### src/rtl/tone_period_detector.sv
// Recovers the switch period of a square wave by timing rising edges, with lock
// qualification over consecutive matching periods and a silence timeout.
module tone_period_detector #(
    parameter int PERIOD_WIDTH   = 24,
    parameter int SYNC_STAGES    = 2,
    parameter int TIMEOUT_CYCLES = 16777215,
    parameter int TOLERANCE      = 2,
    parameter int STABLE_COUNT   = 2
) (
    input  logic                    clk,
    input  logic                    rst,
    input  logic                    wave_in,
    output logic [PERIOD_WIDTH-1:0] tone_period,
    output logic                    tone_valid,
    output logic                    locked,
    output logic                    silent
);

    localparam int CW = PERIOD_WIDTH + 1;
    localparam int MW = $clog2(STABLE_COUNT + 1);
    localparam logic [CW-1:0] TIMEOUT_VAL = CW'(TIMEOUT_CYCLES);
    localparam logic [CW-1:0] TOL_VAL     = CW'(TOLERANCE);
    localparam logic [MW-1:0] STABLE_VAL  = MW'(STABLE_COUNT);

    typedef enum logic [1:0] {
        S_SILENT,
        S_ACQUIRE,
        S_LOCKED
    } state_t;

    state_t                  r_state;
    logic [SYNC_STAGES-1:0]  r_sync;
    logic                    r_syncPrev;
    logic [CW-1:0]           r_cnt;
    logic [CW-1:0]           r_cand;
    logic [MW-1:0]           r_matchCnt;
    logic [PERIOD_WIDTH-1:0] r_period;
    logic                    r_valid;
    logic                    r_locked;
    logic                    r_silent;

    logic                    w_rise;
    logic                    w_timeout;
    logic                    w_match;
    logic [CW-1:0]           w_meas;
    logic [CW-1:0]           w_diff;
    logic [MW-1:0]           w_matchNext;
    logic [PERIOD_WIDTH-1:0] w_half;

    always_ff @(posedge clk) begin
        if (rst) begin
            r_sync     <= '0;
            r_syncPrev <= 1'b0;
        end else begin
            r_sync     <= {r_sync[SYNC_STAGES-2:0], wave_in};
            r_syncPrev <= r_sync[SYNC_STAGES-1];
        end
    end

    assign w_rise      = r_sync[SYNC_STAGES-1] & ~r_syncPrev;
    assign w_meas      = r_cnt + CW'(1);
    assign w_diff      = (w_meas >= r_cand) ? (w_meas - r_cand) : (r_cand - w_meas);
    assign w_match     = (w_diff <= TOL_VAL);
    assign w_matchNext = ((r_matchCnt != '0) && w_match) ? (r_matchCnt + MW'(1)) : MW'(1);
    assign w_half      = w_meas[CW-1:1];
    // Fires on the cycle the counter steps onto TIMEOUT_CYCLES; a rise takes priority.
    assign w_timeout   = (r_cnt == TIMEOUT_VAL - CW'(1)) && !w_rise;

    always_ff @(posedge clk) begin
        if (rst) begin
            r_cnt <= '0;
        end else if (w_rise) begin
            r_cnt <= '0;
        end else if (r_cnt != TIMEOUT_VAL) begin
            r_cnt <= r_cnt + CW'(1);
        end
    end

    always_ff @(posedge clk) begin
        if (rst) begin
            r_state    <= S_SILENT;
            r_cand     <= '0;
            r_matchCnt <= '0;
            r_period   <= '0;
            r_valid    <= 1'b0;
            r_locked   <= 1'b0;
            r_silent   <= 1'b1;
        end else begin
            r_valid <= 1'b0;
            case (r_state)
                S_SILENT: begin
                    if (w_rise) begin
                        r_state    <= S_ACQUIRE;
                        r_matchCnt <= '0;
                    end
                end
                S_ACQUIRE: begin
                    if (w_rise) begin
                        r_cand     <= w_meas;
                        r_matchCnt <= w_matchNext;
                        if (w_matchNext == STABLE_VAL) begin
                            r_state  <= S_LOCKED;
                            r_locked <= 1'b1;
                            r_silent <= 1'b0;
                            r_period <= w_half;
                            r_valid  <= (w_half != r_period);
                        end
                    end else if (w_timeout) begin
                        r_state  <= S_SILENT;
                        r_locked <= 1'b0;
                        r_silent <= 1'b1;
                        r_period <= '0;
                        r_valid  <= (r_period != '0);
                    end
                end
                S_LOCKED: begin
                    if (w_rise) begin
                        r_cand <= w_meas;
                        // The old period stays published until a fresh lock replaces it.
                        if (!w_match) begin
                            r_state    <= S_ACQUIRE;
                            r_locked   <= 1'b0;
                            r_matchCnt <= MW'(1);
                        end
                    end else if (w_timeout) begin
                        r_state  <= S_SILENT;
                        r_locked <= 1'b0;
                        r_silent <= 1'b1;
                        r_period <= '0;
                        r_valid  <= (r_period != '0);
                    end
                end
                default: begin
                    r_state <= S_SILENT;
                end
            endcase
        end
    end

    assign tone_period = r_period;
    assign tone_valid  = r_valid;
    assign locked      = r_locked;
    assign silent      = r_silent;

endmodule

### config.mk
export PLATFORM = sky130hd
export DESIGN_NAME = tone_period_detector
export DESIGN_NICKNAME = d
export VERILOG_FILES = /design/src/rtl/tone_period_detector.sv
export SDC_FILE = /design/constraint.sdc
export NUM_CORES = 1
export LEC_CHECK = 0
export BUFFER_PORTS_ARGS = -buffer_cell sky130_fd_sc_hd__buf_2
export CAP_MARGIN = 15
export CORE_MARGIN = 2
export CORE_UTILIZATION = 60
export CTS_BUF_LIST = sky130_fd_sc_hd__clkbuf_8
export CTS_CLUSTER_DIAMETER = 80
export DETAILED_ROUTE_END_ITERATION = 7
export PLACE_DENSITY = 0.85
export SYNTH_ARGS = -nofsm -noshare
export SYNTH_HDL_FRONTEND = slang
export SYNTH_SLANG_ARGS = --single-unit
export TNS_END_PERCENT = 10
### constraint.sdc
create_clock -name clk -period 12.3 [get_ports clk]
set_clock_uncertainty 0.15 [all_clocks]
set_input_delay 1.23 -clock clk [delete_from_list [all_inputs] [get_ports clk]]
set_output_delay 1.23 -clock clk [all_outputs]
set_load 0.03 [all_outputs]
Word level (Yosys, flattened, before mapping)
Index checks and enable logic that the tools add are counted.
{ "word_totals": {"register_bits": 84, "in_bits": 3, "out_inout_bits": 27} }
{ "op_classes": {"add_sub_neg": 4, "n_lt_le_gt_ge": 2, "eq_ne": 13, "n_mux": 34, "n_bitwise": 2, "n_reduce_logical": 15} }
{ "ops": {"columns": ["operator", "n"], "rows": [
  ["24-bit two-way mux", 4],
  ["25-bit subtractor", 2],
  ["24-bit one-hot mux with 2 select lines", 1],
  ["25-bit by 1-bit adder with 25-bit output (second input constant)", 1],
  ["25-bit by 24-bit == test with 1-bit output (second input constant)", 1],
  ["25-bit >= comparator", 1],
  ["25-bit by 2-bit less-or-equal comparator with 1-bit output (second input constant)", 1],
  ["25-bit two-way mux", 1],
  ["25-bit by 24-bit inequality test with 1-bit output (second input constant)", 1],
  ["24-bit inequality test", 1],
  ["24-bit nonzero test", 1],
  ["2-bit two-way mux", 10],
  ["1-bit two-way mux", 13],
  ["2-bit one-hot mux with 3 select lines", 2],
  ["2-bit inequality test (second input constant)", 5],
  ["3-bit AND reduction", 3],
  ["3-bit inequality test (second input constant)", 2],
  ["1-bit one-hot mux with 2 select lines", 3],
  ["5-bit AND reduction", 1],
  ["2-bit == test (second input constant)", 2],
  ["2-bit nonzero test", 2],
  ["2-bit OR reduction", 2],
  ["3-bit nonzero test", 1],
  ["2-bit by 1-bit adder with 2-bit output (second input constant)", 1],
  ["7 further kinds", 8]
]} }

Logic depth before layout (Yosys ltp)
{ "logic_depth": {"ltp_word": 10, "ltp_mapped": 25, "depth_no_buf": 21} }

Worst setup path before layout
No wires, ideal clock.
{ "synth_path": {"path_kind": "register to register", "startpoint": "reg r_cnt[2]", "endpoint": "reg r_period[15] (netlist: tone_period[15])", "setup_time_ps": 69, "arrival_ps": 5305, "setup_slack_ps": 6776, "path_stages_with_launch": 26, "path_buffers": 4, "synth_period_minus_slack_ps": 5524, "cell_sequence": "dfxtp_1 -> and4_1 -> and3_1 -> and4_1 -> nand2_1 -> nor2_1 -> nand4_1 -> xor2_1 -> inv_1 -> ha_1 -> buf_6 -> and4_4 -> and2_4 -> and3_4 -> nor4_4 -> and3_1 -> buf_2 -> mux2_1 -> nand2_1 -> nand4b_4 -> nor3_4 -> nand3_2 -> or4_4 -> buf_6 -> buf_12 -> o2bb2ai_2"} }
{ "synth_between": {"elab_chain_cells": 9, "elab_cells_between_ends": 18, "classes_between": "add/sub: 3; order compare: 2; eq/ne: 3; mux: 7; reduce/logical: 3"} }
{ "synth_rtl": {"columns": ["element", "line", "source"], "rows": [
  ["start: declaration", "34", "logic [CW-1:0] r_cnt;"],
  ["start signal: assignment", "75", "r_cnt <= r_cnt + CW'(1);"],
  ["25-bit by 1-bit adder with 25-bit output *", "61", "assign w_meas = r_cnt + CW'(1);"],
  ["net w_meas[20]", "45", "logic [CW-1:0] w_meas;"],
  ["25-bit subtractor / 25-bit >= comparator (equally long branches)", "62", "assign w_diff = (w_meas >= r_cand) ? (w_meas - r_cand) : (r_cand - w_meas);"],
  ["25-bit two-way mux *", "62", null],
  ["25-bit by 2-bit less-or-equal comparator with 1-bit output *", "63", "assign w_match = (w_diff <= TOL_VAL);"],
  ["1-bit logical AND *", "64", "assign w_matchNext = ((r_matchCnt != '0) && w_match) ? (r_matchCnt + MW'(1)) : MW'(1);"],
  ["2-bit two-way mux *", "64", null],
  ["2-bit == test *", "101", "if (w_matchNext == STABLE_VAL) begin"],
  ["3-bit inequality test (no source line) *", null, null],
  ["3-bit AND reduction (no source line) *", null, null],
  ["end signal: assignment", "105", "r_period <= w_half;"],
  ["end: declaration", "37", "logic [PERIOD_WIDTH-1:0] r_period;"]
]} }
The timed path passes the listed nets; every way through them passes the cells marked *. The select of a mux whose other input is x is not followed.
A chain may end at the register's enable or synchronous reset.

Worst setup path after layout
{ "layout_path": {"startpoint": "reg r_cnt[2]", "endpoint": "reg r_period[2] (netlist: tone_period[2])"} }
The elaborated chain is that of the path after synthesis.

==> impl_summary.md <==
CTS
The number of gates resized after CTS was 0. The latest clock arrival within the worst-skew pair is ~370 ps. Buffers inserted during clock tree synthesis total 9. The clock transition time at the flip-flop clock pins of the worst setup and hold paths is around 100 ps. In this run the clock root is driven by a clkbuf_8. Counting along the longest clock path gives a buffer depth of 2. The quantity of hold-fixing buffers added after cts is 0. The clock net in this run drives a total of 84 sinks. The clock tree from TritonCTS is yes. The H-tree was split into 3 levels. The post-CTS setup-driven buffer insertion count is 0.

Synthesis
The synthesized instance count is approximately 860. Yosys printed 0 warnings. The dominant register cell in the synthesized netlist is dfxtp_1. The number of nets in the synthesized netlist is between 900 and 1k. After synthesis, the largest area contributor takes up about a quarter of total cell area. In this run, synthesis inferred 0 flip-flops with an integrated enable. Sequential cells were found to cover between 20% and 30% of the synthesized design area.

Synthesis instantiated 71 different standard cells from the library. The number of storage elements in the synthesis netlist is 84. The synthesized area per cell is between 8 and 9 µm². The fraction of registers with async set or reset after synthesis is 0%.

After synthesis, the cell types taking the most area are dfxtp_1 (24%), ha_1 (10%), a21oi_1 (6.5%). Summing every instance area after synthesis gives just under 7000 µm². The synthesized design spends more area on one cell type than any other, namely dfxtp_1.

Die
The I/O pin count is 30. The number of rows created at floorplan is 39. The floorplan step defined a die boundary enclosing 12500 µm². The effective utilization at floorplan is just over 60%. Measured along the y axis, the die boundary spans about 110 µm.

The area inside the core boundary is 11400 µm². The die span in x is roughly 110 µm.

Setup path
The highest-delay cell along the critical path is nor4_1. The peak per-stage delay on the critical path is about 750 ps. The required time of the worst setup path is between 10000 and 15000 ps. The worst reg2reg path depth is 22. In this design, the largest share of critical-path delay is due to simple AND/OR/NAND/NOR gates.

The count of buffer and inverter cells on the critical path is 2. Counting buffers and inverters, the worst setup path is 22 cells deep. The kind of critical path is flip-flop to flip-flop. The maximum fanout along the worst path is 24.

Data on the critical path arrives at its endpoint at 6720 ps. The endpoint class of the critical path is a flip-flop. STA classifies the critical path startpoint as a flip-flop. Walking the worst path, the cells encountered are and4_1, and3_1, and4_1, nand2_1, nor2_1, nand2_1, xor2_1, inv_1, ha_1, and4_4, and2_4, and3_4, nor4_4, and3_1, o211ai_1, nor3b_1, o211ai_1, nor4_1, a21o_1, a21oi_2, buf_4, o2bb2ai_1.

Routing
The number of vias per cell is ~6.3. The post-route antenna net violation count is 0. For this run, design rule violations remaining after detail routing come to 0.

For this run, the detailed router's first-pass iteration total came to 8. The wire length reported by the detailed router is 18700 µm. After detailed routing, the average wire length per cell comes to approximately 19 µm. Detailed routing inserted a total of ~6.3k vias. The number of DRC markers in iteration 0 is 465.

Timing
The number of setup violations in the final report is 0. Setup repair after global routing left no endpoint under its margin. The worst pin sits at a relative slew slack of roughly two fifths. The aggregate negative setup slack is 0 ps.

The ratio of final minimum period to clock period is ~54%. The final-report max-slew violation count is 0. The hold violation count in the final report came to 0.

At the pin with the least slew margin, the transition time is 874 ps. Based on the critical path, the design can be clocked at up to ~0.15 GHz. The final critical delay including setup and external delays is between 6000 and 7000 ps. The post-route worst hold slack is approximately 310 ps.

Finish
The post-route netlist has approximately an eighth of its cells at a drive strength greater than 1. 0 antenna diodes ended up in the layout. The count of fill cells added during filler insertion is just under 1k. The post-route non-filler standard cell count is about 1.0k. In the final design database the tool counted approximately 900 nets. The synthesis-to-finish area growth is 4.39%. The multi-input combinational cells in the finished layout cover a total of around 4700 µm².

The area occupied by registers is approximately 1700 µm².

Global route
The initial antenna violation count came to 0. In the global route stage, overall resource usage came out at 29.9%. For this run the aggregate overflow at the end of global routing stands at 0.

The first-pass GRT wire length is about 30000 µm. The number of global-route vias before repair is about 5.8k. Entering global routing, the biggest net connects 53 pins.

Power
For this design the ratio of total power to cell area is roughly 90 nW/µm². In this run the static leakage power is about 0.0032 µW. VDD sags by at most about 0.087 mV.

Placement
The number of placed instances, taps included, is 993. The count of buffers inserted at the top-level ports is 29. The weighted congestion at the end of routability-driven global placement is between 1 and 1.5. After legalization and detailed placement, the total HPWL measured about 15000 µm.

Run
The count of max-cap constraint violations is 0.

Worst hold path
The class of the tightest hold or removal check is flip-flop to flip-flop. The hold path depth is 2.

Run status
The run finished with clean final reports.
## cells in the mapped netlist, types with 6 or more instances
master      n
a211oi_1   31
a21o_1      9
a21oi_1    90
and2_1     12
and3_1     14
buf_2      15
buf_6       7
clkbuf_1   23
dfxtp_1    84
ha_1       56
inv_1      63
mux2i_1     6
nand2_1    53
nand2b_1    9
nand3_1    18
nand4_1    24
nor2_1     66
nor2b_1    13
nor3_1     13
nor4_1     15
o211ai_1   16
o21ai_0    29
o21ai_1     9
o21bai_1    7
o2bb2ai_1   6
o2bb2ai_2  20
xnor2_1    32
xor2_1     40
## final cells by class
| type | instances | share of cell area (%) |
|---|---|---|
| multi-input combinational | 659 | 65.1 |
| sequential | 84 | 23.2 |
| timing repair buffer | 44 | 3.55 |
| inverter | 63 | 3.26 |
| tap | 143 | 2.47 |
| clock buffer | 9 | 1.71 |
| clock inverter | 7 | 0.707 |
## sequential cells by signal (all words and copies together), names as in the netlist
signal / count
silent: 1
r_cand: 25
r_state: 2
r_matchCnt: 2
tone_valid: 1
r_syncPrev: 1
r_sync: 2
r_cnt: 25
tone_period: 24
locked: 1
## metal layers
layer | global-route usage [%] | wire, µm
met2 | 48.7 | 8580
met5 | 0 | 0
met1 | 40.5 | 8180
met3 | 5.12 | 1340
met4 | 9.71 | 581
## through the flow
| stage | util (%) | power, µW | cell area (µm²) | setup slack (ps) |
|---|---|---|---|---|
| 2_1_floorplan | - | 435 | 6950 | 6780 |
| 3_3_place_gp | 62.3 | 472 | 7080 | 6180 |
| 3_5_place_dp | 62.3 | 473 | 7080 | 5960 |
| 4_1_cts | 63.8 | 652 | 7260 | 5810 |
| 5_1_grt | 63.8 | 685 | 7260 | 5330 |
| 6_report | 63.8 | 656 | 7260 | 5670 |
## placed cells by master (no fill, tap or decap), types with 12 or more instances in the layout
cell type,count
a21oi_1,89
dfxtp_1,84
nor2_1,66
inv_1,63
ha_1,56
nand2_1,53
xor2_1,40
xnor2_1,32
a211oi_1,31
o21ai_0,29
buf_2,29
nand4_1,24
o2bb2ai_2,20
nand3_1,18
o211ai_1,16
nor4_1,15
buf_4,15
and3_1,14
nor2b_1,13
nor3_1,13
and2_1,12
## power breakdown
part / switching [µW] / internal [µW] / leakage [µW]
clock: 108 / 74.0 / 0.0000856
sequential: 2.48 / 274 / 0.000678
combinational: 120 / 77.9 / 0.00241
## worst reg2reg max path, cell delays in order, from the launching register on
cell	delay, ps
dfxtp_1	410
and4_1	250
and3_1	220
and4_1	290
nand2_1	110
nor2_1	320
nand2_1	110
xor2_1	540
inv_1	100
ha_1	440
and4_4	260
and2_4	140
and3_4	170
nor4_4	320
and3_1	470
o211ai_1	180
nor3b_1	240
o211ai_1	230
nor4_1	750
a21o_1	230
a21oi_2	60
buf_4	280
o2bb2ai_1	190
## worst paths after layout
path	start	end	slack (ps)
hold reg to reg	r_matchCnt[1]	r_matchCnt[1]	310
setup / recovery	r_cnt[2]	tone_period[2]	5670
hold / removal	r_matchCnt[1]	r_matchCnt[1]	310
setup reg to reg	r_cnt[2]	tone_period[2]	5670
## logic make-up (layout without fill, tap and decap cells)
logic type / after synthesis / in the layout / share of synthesized area, %
compound gates: 255 / 255 / 26.2
flops: 84 / 84 / 24.2
xor+xnor: 72 / 72 / 9.07
mux: 8 / 8 / 1.40
fa+ha+maj: 58 / 58 / 10.7
buf+inv: 114 / 123 / 7.87
simple gates: 266 / 266 / 20.6
Power figures use the tool's default switching activity.
